## config.mk

```make
export PLATFORM = sky130hd
export DESIGN_NAME = condicionador_jogada
export DESIGN_NICKNAME = d
export VERILOG_FILES = /design/src/rtl/jogo_pkg.sv /design/src/rtl/sincronizador_2ff.sv /design/src/rtl/condicionador_jogada.sv
export SDC_FILE = /design/constraint.sdc
export NUM_CORES = 1
export LEC_CHECK = 0
export ABC_CLOCK_PERIOD_IN_PS = 2600
export BUFFER_PORTS_ARGS = -buffer_cell sky130_fd_sc_hd__buf_2
export CORE_MARGIN = 2
export CORE_UTILIZATION = 55
export DETAILED_ROUTE_END_ITERATION = 16
export PLACE_DENSITY = 0.74
export SETUP_SLACK_MARGIN = 0.15
export SLEW_MARGIN = 20
export SYNTH_ARGS = -nofsm -noshare
export SYNTH_HDL_FRONTEND = slang
export SYNTH_SLANG_ARGS = --single-unit
```

## constraint.sdc

```tcl
create_clock -name clock -period 2.6 [get_ports clock]
set_input_delay 0 -clock clock [delete_from_list [all_inputs] [get_ports clock]]
set_output_delay 0 -clock clock [all_outputs]
set_load 0.005 [all_outputs]
```

## src/rtl/jogo_pkg.sv

```systemverilog
// jogo_pkg: state codes and helpers shared by the game control and debug decoding
package jogo_pkg;
    // Encodings double as the hexa7seg debug code
    typedef enum logic [3:0] {
        OCIOSO      = 4'h0,
        FILTRANDO   = 4'h1,
        VALIDA      = 4'h2,
        PRESSIONADA = 4'h3,
        SOLTANDO    = 4'h4,
        ERRO        = 4'hE
    } estado_t;

    // True when exactly one bit is set; callers zero-extend narrower buses
    function automatic logic um_quente(input logic [31:0] v);
        return (v != '0) && ((v & (v - 32'd1)) == '0);
    endfunction
endpackage

```

## src/rtl/sincronizador_2ff.sv

```systemverilog
// sincronizador_2ff: two-flop synchronizer for an asynchronous bus
//   clock, reset : system clock, asynchronous active-high reset
//   d            : asynchronous input bus
//   q            : second-stage synchronized bus
module sincronizador_2ff #(
    parameter int LARGURA = 1
) (
    input  logic               clock,
    input  logic               reset,
    input  logic [LARGURA-1:0] d,
    output logic [LARGURA-1:0] q
);
    logic [LARGURA-1:0] meta;

    always_ff @(posedge clock or posedge reset)
        if (reset) {q, meta} <= '0;
        else       {q, meta} <= {meta, d};
endmodule

```

## src/rtl/condicionador_jogada.sv

```systemverilog
// condicionador_jogada: synchronizes, debounces and one-hot checks the play keys
//   clock, reset    : system clock, asynchronous active-high reset
//   chaves_brutas   : raw switch levels
//   habilita        : allows a new press to start filtering (sampled only when idle)
//   chaves_limpas   : debounced one-hot key, held while the valid press lasts
//   jogada_valida   : one-cycle pulse on an accepted one-hot press
//   jogada_invalida : one-cycle pulse on an accepted non-one-hot pattern
//   db_estado       : FSM state code
//   db_tem_jogada   : high while a valid press is held
import jogo_pkg::*;

module condicionador_jogada #(
    parameter int DEBOUNCE_CICLOS = 50000,
    parameter int N_CHAVES        = 4
) (
    input  logic                clock,
    input  logic                reset,
    input  logic [N_CHAVES-1:0] chaves_brutas,
    input  logic                habilita,
    output logic [N_CHAVES-1:0] chaves_limpas,
    output logic                jogada_valida,
    output logic                jogada_invalida,
    output logic [3:0]          db_estado,
    output logic                db_tem_jogada
);
    localparam int CW = $clog2(DEBOUNCE_CICLOS + 1);
    localparam logic [CW-1:0] ALVO = CW'(DEBOUNCE_CICLOS);
    localparam logic [CW-1:0] UM = CW'(1);

    estado_t estado, prox;
    logic [N_CHAVES-1:0] amostra, candidato, cand_prox, limpas_prox;
    logic [CW-1:0] cnt, cnt_prox, inc;
    logic candidato_ok;

    sincronizador_2ff #(.LARGURA(N_CHAVES)) u_sinc (
        .clock (clock),
        .reset (reset),
        .d     (chaves_brutas),
        .q     (amostra)
    );

    // Saturates at the target so the counter can never wrap
    assign inc = (cnt >= ALVO) ? ALVO : cnt + UM;
    assign candidato_ok = um_quente(32'(candidato));

    always_ff @(posedge clock or posedge reset)
        if (reset) begin
            estado        <= OCIOSO;
            cnt           <= '0;
            candidato     <= '0;
            chaves_limpas <= '0;
        end else begin
            estado        <= prox;
            cnt           <= cnt_prox;
            candidato     <= cand_prox;
            chaves_limpas <= limpas_prox;
        end

    always_comb begin
        prox        = estado;
        cnt_prox    = cnt;
        cand_prox   = candidato;
        limpas_prox = chaves_limpas;
        case (estado)
            OCIOSO:
                if (amostra != '0 && habilita) begin
                    prox      = FILTRANDO;
                    cand_prox = amostra;
                    cnt_prox  = UM;
                end
            FILTRANDO:
                if (amostra == '0) prox = OCIOSO;
                else if (amostra != candidato) begin
                    cand_prox = amostra;
                    cnt_prox  = UM;
                end else if (cnt == ALVO) prox = VALIDA;
                else cnt_prox = inc;
            VALIDA: begin
                prox        = candidato_ok ? PRESSIONADA : ERRO;
                limpas_prox = candidato_ok ? candidato : '0;
                cnt_prox    = '0;
            end
            // Extra keys pressed on top of the held one are ignored until full release
            PRESSIONADA:
                if (amostra == '0) begin
                    prox     = SOLTANDO;
                    cnt_prox = UM;
                end
            SOLTANDO:
                if (amostra != '0) prox = PRESSIONADA;
                else if (inc == ALVO) begin
                    prox        = OCIOSO;
                    limpas_prox = '0;
                    cnt_prox    = '0;
                end else cnt_prox = inc;
            // Counts consecutive all-released samples; any key restarts the count
            ERRO: begin
                limpas_prox = '0;
                if (amostra != '0) cnt_prox = '0;
                else if (inc == ALVO) begin
                    prox     = OCIOSO;
                    cnt_prox = '0;
                end else cnt_prox = inc;
            end
            default: begin
                prox        = OCIOSO;
                limpas_prox = '0;
                cnt_prox    = '0;
            end
        endcase
    end

    // Pulses decode the single-cycle VALIDA state, so they are exclusive and one cycle wide
    assign jogada_valida   = (estado == VALIDA) && candidato_ok;
    assign jogada_invalida = (estado == VALIDA) && !candidato_ok;
    assign db_estado       = estado;
    assign db_tem_jogada   = (estado == PRESSIONADA);
endmodule
```

==> reports/metrics.yaml <==
rr_startpoint: "cnt[0]"
end_kind: "flop"
hold_end: "candidato[3]"
post_synth_inst_count: 258
area_of_the_multi_input_gates_um2: 1430
dieArea_um2: 4900
critical_path_type: "flop to flop"
grt_first_pass_wirelength_um: 9930
clock_skew_ns: 0.0102
dominantRegCellSynth: "sky130_fd_sc_hd__dfrtp_1"
tightest_slew_ns: 0.872
avgRoutedWirePerCell_um: 16.8
asyncSetResetFlopFracSynth: 1.00
first_global_vias: 2001
totalNegativeSetupSlack_ns: 0
slew_headroom: 0.418
outcome: "completed"
global_route.overflow_total: 0
drt_first_iter_violations: 234
synth.top_cells.by_count: "sky130_fd_sc_hd__dfrtp_1 (36), sky130_fd_sc_hd__nand2_1 (25), sky130_fd_sc_hd__nor2_1 (20)"
cts.clk_slew.worst_paths_ns: 0.08
synth_top_area_cell: "sky130_fd_sc_hd__dfrtp_1"
routed_vias_inst: 6.34
hold_class: "input port to flop"
sequentialPowerShare: 0.304
hold_viol: 0
critPathMaxFanout: 6
floorplan.initialDensity: 0.562
finalNetCount: 300
clockBufferDepth: 2
cts_root_buffer: "sky130_fd_sc_hd__clkbuf_8"
detail_route.drc_violations: 0
insertedDiodeCount: 0
clock_latency_ns: 0.29
post_synth.cell_area_avg_um2: 9.30
top_level_ports: 18
sw_frac_of_total: 0.410
vdd.ir_drop.worst_uv: 617
muxShareOfSynthArea: 0.0313
synthMostInstantiatedCell: "sky130_fd_sc_hd__dfrtp_1"
grt_use_met2: 0.366
port_buffers: 17
power.density_nw_per_um2: 913
cts_tree: "done"
antenna_found_initial: 0
comb_power_share: 0.509
final_period_minus_worst_setup_slack_ns: 2.40
drtPass1Iterations: 5
floorplan.core_area_um2: 4260
total_of_fill_cells_in_the_finished_design: 322
p_total_mw: 2.62
critical_path.startpoint_type: "flop"
num_rows: 24
timing.final.crit_share: 0.922
gr-usage-met1: 0.379
synth_xor_area_frac: 0.0292
synth_sequential_area_ratio: 0.376
synth-compound-area-share: 0.241
fp.dieH_um: 70.0
hold_path_startpoint: "habilita"
gp_congestion: 0.927
ys.warnings.count: 0
grt-busiest-layer: "met1"
drt-total-wl_um: 5770
worstPathRequired_ns: 2.78
max_cap_violations: 0
netlist_area_um2: 2400
drt.antenna.violating_nets: 0
yosys_register_bits: 36
post_synth_main_area_contributors: "sky130_fd_sc_hd__dfrtp_1 (38%), sky130_fd_sc_hd__nand2_1 (3.9%), sky130_fd_sc_hd__o211ai_1 (3.4%)"
p_clk_frac: 0.188
setup.reg_to_reg.worst_slack_ns: 0.20
tritoncts.num_buffers: 5
overall_via_count_from_detail_route: 2180
synth_enable_flop_cells: 0
worstPathArrival_ns: 2.57
syn_to_final_growth_pct: 19.7
timing.rr.end: "chaves_limpas[3]"
die-width_um: 70.0
setup-violations-final: 0
clock.fmax_mhz: 417
rr_worst_depth: 7
synth.lib_cells_used.distinct: 64
synth_top_family_by_area: "simple AND/OR/NAND/NOR gates"
synthSimpleGateAreaFrac: 0.253
cts-htree-levels: 2
grt_usage: 0.250
synthAdderAreaFrac: 0.0104
rsz0062_at_grt: "yes"
timing.hold.worst_path_depth: 5
clock-sinks: 36
register_area_um2: 903
switchingPower_mw: 1.07
slew_violations: 0
syn-num-nets: 267
yosys.area.top_type_share: 0.376
final_cell_area_um2: 2870
globalRouteMet3Util: 0.0447
maximum_number_of_pins_on_one_net_before_global_route_repair: 22
hpwl_um: 3950
placement.cell_area_um2: 2560
leakage_nw: 1.16
layout_cells_sized_above_1: 0.301
p_int_mw: 1.55
[cells by family (layout without fill, tap and decap cells)]
family	Yosys count	in the layout
fa+ha+maj	2	2
flops	36	36
xor+xnor	8	8
compound gates	74	74
mux	7	7
simple gates	104	104
buf+inv	27	61
[how the worst max path moves through the flow]
| stage | from | endpoint | slack (ns) | depth (start not counted) |
|---|---|---|---|---|
| final | cnt[0] | chaves_limpas[3] | 0.20 | 7 |
| after global routing | cnt[0] | chaves_limpas[0] | 0.11 | 8 |
| after CTS | cnt[0] | chaves_limpas[3] | 0.17 | 7 |
| after detailed placement | cnt[0] | cnt[6] | 0.13 | 7 |
| after global placement | u_sinc.q[0] | cnt[6] | 0.13 | 6 |
| after floorplan | cnt[0] | chaves_limpas[0] | 0.20 | 7 |
[flip-flops by register name, indices dropped and copies added (netlist names)]
| register | count |
|---|---|
| candidato | 4 |
| db_estado | 4 |
| u_sinc.meta | 4 |
| chaves_limpas | 4 |
| u_sinc.q | 4 |
| cnt | 16 |
[metrics by stage]
step / setup slack [ns] / hold WS (ns) / std cells / util
final: 0.203 / 0.338 / 344 / 0.673
after detailed placement: 0.127 / 0.109 / 324 / 0.599
after global routing: 0.110 / 0.337 / 344 / 0.673
after floorplan: 0.197 / 0.0314 / 258 / -
after global placement: 0.134 / 0.108 / 324 / 0.599
after CTS: 0.166 / 0.335 / 339 / 0.651
[routing by layer]
layer  up-vias  share of wire  wire length, um
met5         -              0                0
met4         0          0.010               59
met3         6          0.083              479
met2       119           0.45             2600
met1      1015           0.46             2630
li1       1040              -                -
[power groups by stage]
stage          Clock [mW]  Sequential [mW]  Combinational [mW]
2_1_floorplan           0            0.779               0.886
5_1_grt             0.529            0.818                1.46
6_report            0.492            0.796                1.33
3_5_place_dp            0            0.806                1.16
4_1_cts             0.498            0.795                1.25
3_3_place_gp            0            0.806                1.15
[area by class of cell]
cell class              instances  share of cell area
multi-input cells             195               0.497
clock buffers                   5              0.0240
well taps                      52              0.0227
flip-flops and latches         36               0.315
inverters                       8              0.0105
clock inverters                 3              0.0148
repair buffers                 45               0.116
[placed cells by master (no fill, tap or decap), types with 3 or more instances in the layout]
master,n
sky130_fd_sc_hd__nand3_1,9
sky130_fd_sc_hd__and2_1,3
sky130_fd_sc_hd__o21ai_0,12
sky130_fd_sc_hd__a21oi_1,11
sky130_fd_sc_hd__o31ai_1,3
sky130_fd_sc_hd__mux2_2,4
sky130_fd_sc_hd__clkbuf_8,5
sky130_fd_sc_hd__nand4_1,4
sky130_fd_sc_hd__nand2_1,25
sky130_fd_sc_hd__inv_1,8
sky130_fd_sc_hd__buf_2,17
sky130_fd_sc_hd__nor2_1,20
sky130_fd_sc_hd__nor3_1,6
sky130_fd_sc_hd__xnor2_1,6
sky130_fd_sc_hd__a22oi_1,3
sky130_fd_sc_hd__dfrtp_1,34
sky130_fd_sc_hd__nor3_2,3
sky130_fd_sc_hd__a311oi_2,3
sky130_fd_sc_hd__a22o_1,6
sky130_fd_sc_hd__nor4b_1,3
sky130_fd_sc_hd__buf_4,21
sky130_fd_sc_hd__o22ai_1,3
sky130_fd_sc_hd__o211ai_1,11
sky130_fd_sc_hd__dlygate4sd3_1,5
sky130_fd_sc_hd__nor3_4,3
[timing repair]
item	4_1_cts	5_1_grt
gates resized for setup	4	11
hold buffers	5	0
pin swaps	1	4
hold endpoints to repair	24	0
setup buffers	2	5
setup endpoints to repair	11	20
[critical path: stages (launching register included)]
cell                      delay, ns
sky130_fd_sc_hd__dfrtp_1       0.35
sky130_fd_sc_hd__inv_1         0.07
sky130_fd_sc_hd__ha_1          0.35
sky130_fd_sc_hd__or4b_2        0.67
sky130_fd_sc_hd__mux2i_4       0.22
sky130_fd_sc_hd__a21oi_2       0.14
sky130_fd_sc_hd__a22o_1        0.28
sky130_fd_sc_hd__a22o_1        0.19
Note: power is estimated with default switching activity, not from simulation.
